[config.mk]
export PLATFORM = sky130hd
export DESIGN_NAME = lsu_ctrl
export DESIGN_NICKNAME = d
export VERILOG_FILES = /design/src/rtl/lsu_ctrl.sv
export SDC_FILE = /design/constraint.sdc
export NUM_CORES = 1
export LEC_CHECK = 0
export ABC_AREA = 1
export CAP_MARGIN = 15
export CORE_MARGIN = 2
export CORE_UTILIZATION = 45
export DETAILED_ROUTE_END_ITERATION = 10
export PLACE_DENSITY = 0.81
export RECOVER_POWER = 100
export SLEW_MARGIN = 20
export SYNTH_ARGS = -nofsm -noshare
export SYNTH_HDL_FRONTEND = slang
export SYNTH_SLANG_ARGS = --single-unit
[constraint.sdc]
create_clock -name clk -period 4.91 [get_ports clk]
set_clock_uncertainty 0.2 [all_clocks]
set_input_delay 0.982 -clock clk [delete_from_list [all_inputs] [get_ports clk]]
set_output_delay 0.982 -clock clk [all_outputs]
set_load 0.01 [all_outputs]
[src/rtl/lsu_ctrl.sv]
// Load/store unit for the RV32I single-cycle core: drives a req/ack data-memory port from the
// ALU effective address, lane-replicates stores, extends loads and stalls the core until done.
module lsu_ctrl #(
    parameter int TIMEOUT = 16
) (
    input  logic        clk,
    input  logic        rst,
    input  logic        lsu_valid,
    input  logic        mem_read,
    input  logic        mem_write,
    input  logic [2:0]  funct3,
    input  logic [31:0] addr,
    input  logic [31:0] store_data,
    output logic        lsu_stall,
    output logic [31:0] load_data,
    output logic        lsu_done,
    output logic        lsu_misalign,
    output logic        lsu_err,
    output logic        dmem_req,
    output logic        dmem_we,
    output logic [31:0] dmem_addr,
    output logic [3:0]  dmem_be,
    output logic [31:0] dmem_wdata,
    input  logic [31:0] dmem_rdata,
    input  logic        dmem_ack
);

    localparam int CW = $clog2(TIMEOUT + 1);
    localparam logic [CW-1:0] CNT_LAST = CW'(TIMEOUT - 1);
    localparam logic [CW-1:0] CNT_ONE  = CW'(1);

    typedef enum logic [1:0] {
        ST_IDLE = 2'd0,
        ST_REQ  = 2'd1,
        ST_DONE = 2'd2
    } state_t;

    function automatic logic [3:0] calc_be(input logic [2:0] f3, input logic [1:0] off);
        logic [3:0] be;
        case (f3[1:0])
            2'b00:   be = 4'b0001 << off;
            2'b01:   be = off[1] ? 4'b1100 : 4'b0011;
            default: be = 4'b1111;
        endcase
        return be;
    endfunction

    function automatic logic [31:0] calc_wdata(input logic [2:0] f3, input logic [31:0] sd);
        logic [31:0] wd;
        case (f3[1:0])
            2'b00:   wd = {4{sd[7:0]}};
            2'b01:   wd = {2{sd[15:0]}};
            default: wd = sd;
        endcase
        return wd;
    endfunction

    function automatic logic [31:0] load_ext(input logic [2:0] f3, input logic [1:0] off,
                                             input logic [31:0] rdata);
        logic [31:0] lane;
        logic [31:0] res;
        lane = rdata >> {off, 3'b000};
        case (f3)
            3'b000:  res = {{24{lane[7]}}, lane[7:0]};
            3'b001:  res = {{16{lane[15]}}, lane[15:0]};
            3'b100:  res = {24'h000000, lane[7:0]};
            3'b101:  res = {16'h0000, lane[15:0]};
            default: res = lane;
        endcase
        return res;
    endfunction

    state_t        state_q;
    logic [CW-1:0] cnt_q;
    logic          err_q;
    logic [2:0]    f3_q;
    logic [1:0]    off_q;

    logic start;
    logic illegal;
    logic misalign;
    logic go;

    // Decode legality and alignment of the instruction presented in IDLE.
    always_comb begin
        start    = lsu_valid & (mem_read | mem_write);
        illegal  = 1'b0;
        misalign = 1'b0;
        if (mem_read & mem_write) begin
            illegal = 1'b1;
        end else if (mem_read) begin
            illegal = (funct3 == 3'b011) | (funct3 == 3'b110) | (funct3 == 3'b111);
        end else begin
            illegal = (funct3[2] == 1'b1) | (funct3[1:0] == 2'b11);
        end
        if (!illegal) begin
            case (funct3[1:0])
                2'b01:   misalign = addr[0];
                2'b10:   misalign = (addr[1:0] != 2'b00);
                default: misalign = 1'b0;
            endcase
        end else begin
            misalign = 1'b0;
        end
        go = start & ~illegal & ~misalign;
    end

    // Status outputs; the early stall and decode pulses must be visible in the issuing cycle.
    always_comb begin
        lsu_stall    = ((state_q == ST_IDLE) & go) | (state_q == ST_REQ);
        lsu_done     = (state_q == ST_DONE);
        lsu_misalign = (state_q == ST_IDLE) & start & ~illegal & misalign;
        lsu_err      = ((state_q == ST_IDLE) & start & illegal) | ((state_q == ST_DONE) & err_q);
    end

    // Access FSM with the registered memory port and load result.
    always_ff @(posedge clk or posedge rst) begin
        if (rst) begin
            state_q    <= ST_IDLE;
            cnt_q      <= '0;
            err_q      <= 1'b0;
            f3_q       <= 3'b000;
            off_q      <= 2'b00;
            dmem_req   <= 1'b0;
            dmem_we    <= 1'b0;
            dmem_addr  <= 32'h0000_0000;
            dmem_be    <= 4'b0000;
            dmem_wdata <= 32'h0000_0000;
            load_data  <= 32'h0000_0000;
        end else begin
            case (state_q)
                ST_IDLE: begin
                    err_q <= 1'b0;
                    if (go) begin
                        state_q    <= ST_REQ;
                        cnt_q      <= '0;
                        f3_q       <= funct3;
                        off_q      <= addr[1:0];
                        dmem_req   <= 1'b1;
                        dmem_we    <= mem_write;
                        dmem_addr  <= {addr[31:2], 2'b00};
                        dmem_be    <= calc_be(funct3, addr[1:0]);
                        dmem_wdata <= calc_wdata(funct3, store_data);
                    end else begin
                        state_q <= ST_IDLE;
                    end
                end
                ST_REQ: begin
                    // An ack in the expiry cycle still counts as a normal completion.
                    if (dmem_ack) begin
                        load_data <= load_ext(f3_q, off_q, dmem_rdata);
                        dmem_req  <= 1'b0;
                        dmem_we   <= 1'b0;
                        err_q     <= 1'b0;
                        state_q   <= ST_DONE;
                    end else if (cnt_q == CNT_LAST) begin
                        load_data <= 32'h0000_0000;
                        dmem_req  <= 1'b0;
                        dmem_we   <= 1'b0;
                        err_q     <= 1'b1;
                        state_q   <= ST_DONE;
                    end else begin
                        cnt_q <= cnt_q + CNT_ONE;
                    end
                end
                ST_DONE: begin
                    err_q   <= 1'b0;
                    state_q <= ST_IDLE;
                end
                default: begin
                    state_q  <= ST_IDLE;
                    dmem_req <= 1'b0;
                    dmem_we  <= 1'b0;
                end
            endcase
        end
    end

endmodule

==> flow_metrics.env <==
export IMPL_io_pins=211
export IMPL_gr_usage_all_layers_pct=24.0
export IMPL_end_kind="output port"
export IMPL_p_seq_share_pct=36.7
export IMPL_clock_path_buffers=2
export IMPL_worst_setup_path_type="primary input to output port"
export IMPL_die_area_mm2=0.0137
export IMPL_synthTopCellsByArea="dfrtp_1 49%, nand2_1 17%, o21ai_0 5.9%"
export IMPL_post_synth_top_count_cell="nand2_1"
export IMPL_viasPerCell=4.88
export IMPL_multi_input_area_mm2=0.00224
export IMPL_max_stage_delay_ns=0.58
export IMPL_comb_power_share_pct=35.0
export IMPL_path_clk_slew_ns=0.05
export IMPL_place_inst=1064
export IMPL_post_synth_num_cell_types=33
export IMPL_firstDrtPassIters=5
export IMPL_ctsResizeCount=0
export IMPL_fin_crit_sh_pct=91.1
export IMPL_syn_area_mm2=0.00575
export IMPL_worstSetupStartpointType="primary input"
export IMPL_cts_setup_buffers=0
export IMPL_die_h_um=117
export IMPL_rrSetupSlack_ns=1.25
export IMPL_grt_max_degree=97
export IMPL_async_flop_share_pct=100
export IMPL_postRouteAntennaNets=0
export IMPL_hold_end="load_data[14]"
export IMPL_vias=5347
export IMPL_ys_seq_area_share_pct=49.2
export IMPL_syn_inst=721
export IMPL_p_int_mw=2.67
export IMPL_cts_tree="done"
export IMPL_swShare_pct=34.6
export IMPL_fin_tns_setup_ns=0
export IMPL_max_freq_mhz=224
export IMPL_n_fill_cell=1082
export IMPL_crit_fanout=11
export IMPL_min_delay_start="load_data[14]"
export IMPL_place_hpwl_um=11100
export IMPL_finalMaxSlewViolations=50
export IMPL_cp_num_buf_inv=3
export IMPL_pwr_share_clk_pct=28.2
export IMPL_row_count=41
export IMPL_area_delta_synth_final_pct=42.8
export IMPL_yosys_area_top_type="dfrtp_1"
export IMPL_fin_crit_ns=4.47
export IMPL_worst_skew_pair_late_latency_ns=0.41
export IMPL_violations="max-capacitance violations, max-slew violations"
export IMPL_required_ns=3.73
export IMPL_postSynthAreaPerCell_um2=7.98
export IMPL_holdBufCountCts=0
export IMPL_hp_class="register to register"
export IMPL_globalRouteOverflowTotal=0
export IMPL_antenna_found_initial=0
export IMPL_r2r_end="load_data[17]"
export IMPL_rsz0062_at_grt="false"
export IMPL_cp_top_family="buffers and inverters"
export IMPL_die_w_um=117
export IMPL_path_common_cell="nand2_1"
export IMPL_clock_sinks=113
export IMPL_final_hold_violation_count=0
export IMPL_gp_congestion=0.831
export IMPL_synth_top_area_share_pct=49.2
export IMPL_tightestPinTransition_ns=2.19
export IMPL_finalWirelength_um=15700
export IMPL_post_drt_wl_per_cell_um=14.4
export IMPL_post_place_ws_ns=0.548
export IMPL_leakagePower_nw=4.11
export IMPL_grt_pass1_wl_um=25300
export IMPL_max_slew_margin_rel_pct=-46.8
export IMPL_ir_drop_v=0.000223
export IMPL_yosys_warnings=0
export IMPL_cts_root_buf="clkbuf_16"
export IMPL_status="finished, violations left"
export IMPL_cts_inserted_buffers=17
export IMPL_fin_nets=1022
export IMPL_synth_main_ff_cell="dfrtp_1"
export IMPL_worst_r2r_path_depth=7
export IMPL_p_sw_mw=1.41
export IMPL_setup_viol=0
export IMPL_crit_arrival_ns=3.29
export IMPL_diodes=0
export IMPL_finalNonFillerCells=1096
export IMPL_drtIter0Drc=368
export IMPL_seq_area_mm2=0.00283
export IMPL_synthTopCellsByCount="254 x nand2_1, 113 x dfrtp_1, 68 x o21ai_0"
export IMPL_worst_slack_ns=0.436
export IMPL_maxCapViolCount=1
export IMPL_grt_pass1_vias=5147
export IMPL_p_per_area_mw_per_mm2=497
export IMPL_core_mm2=0.0126
export IMPL_hold_depth=2
export IMPL_layout_drive_gt1_share_pct=5.30
export IMPL_initial_core_util_pct=45.8
export IMPL_r2r_start="off_q[0]"
export IMPL_port_buffers=208
export IMPL_ys_seq_elements=113
export IMPL_slowest_stage="dlygate4sd3_1"
export IMPL_synth_edff_count=0
export IMPL_post_route_drc_count=0
export IMPL_crit_chain="dlygate4sd3_1 > inv_1 > ha_1 > nand2_1 > nand2_1 > nand3_1 > nor3b_1 > clkdlybuf4s50_1"
export IMPL_htreeDepth=4
[layout make-up]
type	count	share of cell area (%)
Clock buffer	20	5.44
Tap cell	172	2.62
Clock inverter	12	1.36
Inverter	71	3.26
Multi-Input combinational cell	496	27.2
Timing Repair Buffer	212	25.7
Sequential cell	113	34.4
[worst max path at each step]
stage / from / endpoint / slack [ns] / cells after the start
final: funct3[1] / lsu_misalign / 0.44 / 8
after global routing: funct3[1] / lsu_misalign / 0.27 / 8
after CTS: funct3[1] / lsu_misalign / 0.60 / 8
after detailed placement: funct3[1] / dmem_wdata[27] / 0.55 / 10
after global placement: funct3[1] / lsu_misalign / 0.65 / 8
after floorplan: rst / cnt_q[0] / 0.74 / 1
[placed cells by master (no fill, tap or decap), types with 2 or more instances in the layout]
| cell type | netlist | final |
|---|---|---|
| nor2_2 | 2 | 2 |
| clkbuf_16 | 0 | 17 |
| nand2_1 | 254 | 254 |
| a21oi_1 | 48 | 48 |
| o21ai_1 | 25 | 3 |
| nand3_1 | 17 | 20 |
| conb_1 | 1 | 2 |
| clkinvlp_4 | 0 | 3 |
| clkbuf_2 | 0 | 2 |
| clkinv_2 | 0 | 3 |
| inv_2 | 6 | 5 |
| dfrtp_1 | 113 | 113 |
| ha_1 | 6 | 6 |
| nor2_1 | 31 | 31 |
| inv_1 | 65 | 65 |
| o21ai_0 | 68 | 115 |
| clkinv_4 | 0 | 4 |
| buf_4 | 5 | 2 |
| dlygate4sd3_1 | 0 | 106 |
| clkdlybuf4s50_1 | 0 | 102 |
| clkbuf_1 | 9 | 2 |
[power by group through the flow]
| stage | Clock, mW | Combinational, mW | Sequential [mW] |
|---|---|---|---|
| 3_3_place_gp | 0 | 1.58 | 1.51 |
| 2_1_floorplan | 0 | 0.678 | 1.59 |
| 5_1_grt | 1.22 | 1.60 | 1.54 |
| 3_5_place_dp | 0 | 1.61 | 1.52 |
| 4_1_cts | 1.17 | 1.61 | 1.51 |
| 6_report | 1.15 | 1.43 | 1.50 |
[registers in the layout, indices dropped and copies added (netlist names)]
signal	count
cnt_q	5
dmem_addr	30
dmem_be	4
dmem_req	1
dmem_wdata	32
dmem_we	1
err_q	1
f3_q	3
load_data	32
off_q	2
state_q	2
[worst min-delay path, cell delays in order (launching register included)]
cell	delay [ns]
dfrtp_1	0.33
nand2_1	0.05
nand2_1	0.05
[per-layer routing]
layer | routed length (um) | share of wire, % | GRT usage, %
met2 | 7190 | 46 | 38.3
met3 | 1640 | 10 | 9.32
met5 | 0 | 0 | 0
met1 | 6540 | 42 | 29.8
met4 | 369 | 2.3 | 9.18
[kinds of logic (layout without fill, tap and decap cells)]
family | after synthesis | in the layout | synth area share (%)
compound gates | 171 | 171 | 16.9
xor+xnor | 1 | 1 | 0.152
fa+ha+maj | 6 | 6 | 1.31
buf+inv | 113 | 315 | 9.98
flops | 113 | 113 | 49.2
other cells | 1 | 2 | 0.0652
simple gates | 316 | 316 | 22.4
[through the flow]
step | power (mW) | cell area, um^2 | hold WS, ns | utilization, %
floorplan | 2.27 | 5760 | 0.269 | -
finish | 4.08 | 8210 | 0.271 | 65.3
CTS | 4.30 | 8340 | 0.280 | 66.3
global placement | 3.09 | 7780 | 0.255 | 61.9
detailed placement | 3.12 | 7780 | 0.266 | 61.9
global route | 4.37 | 8210 | 0.292 | 65.3
Power figures use the tool's default switching activity.
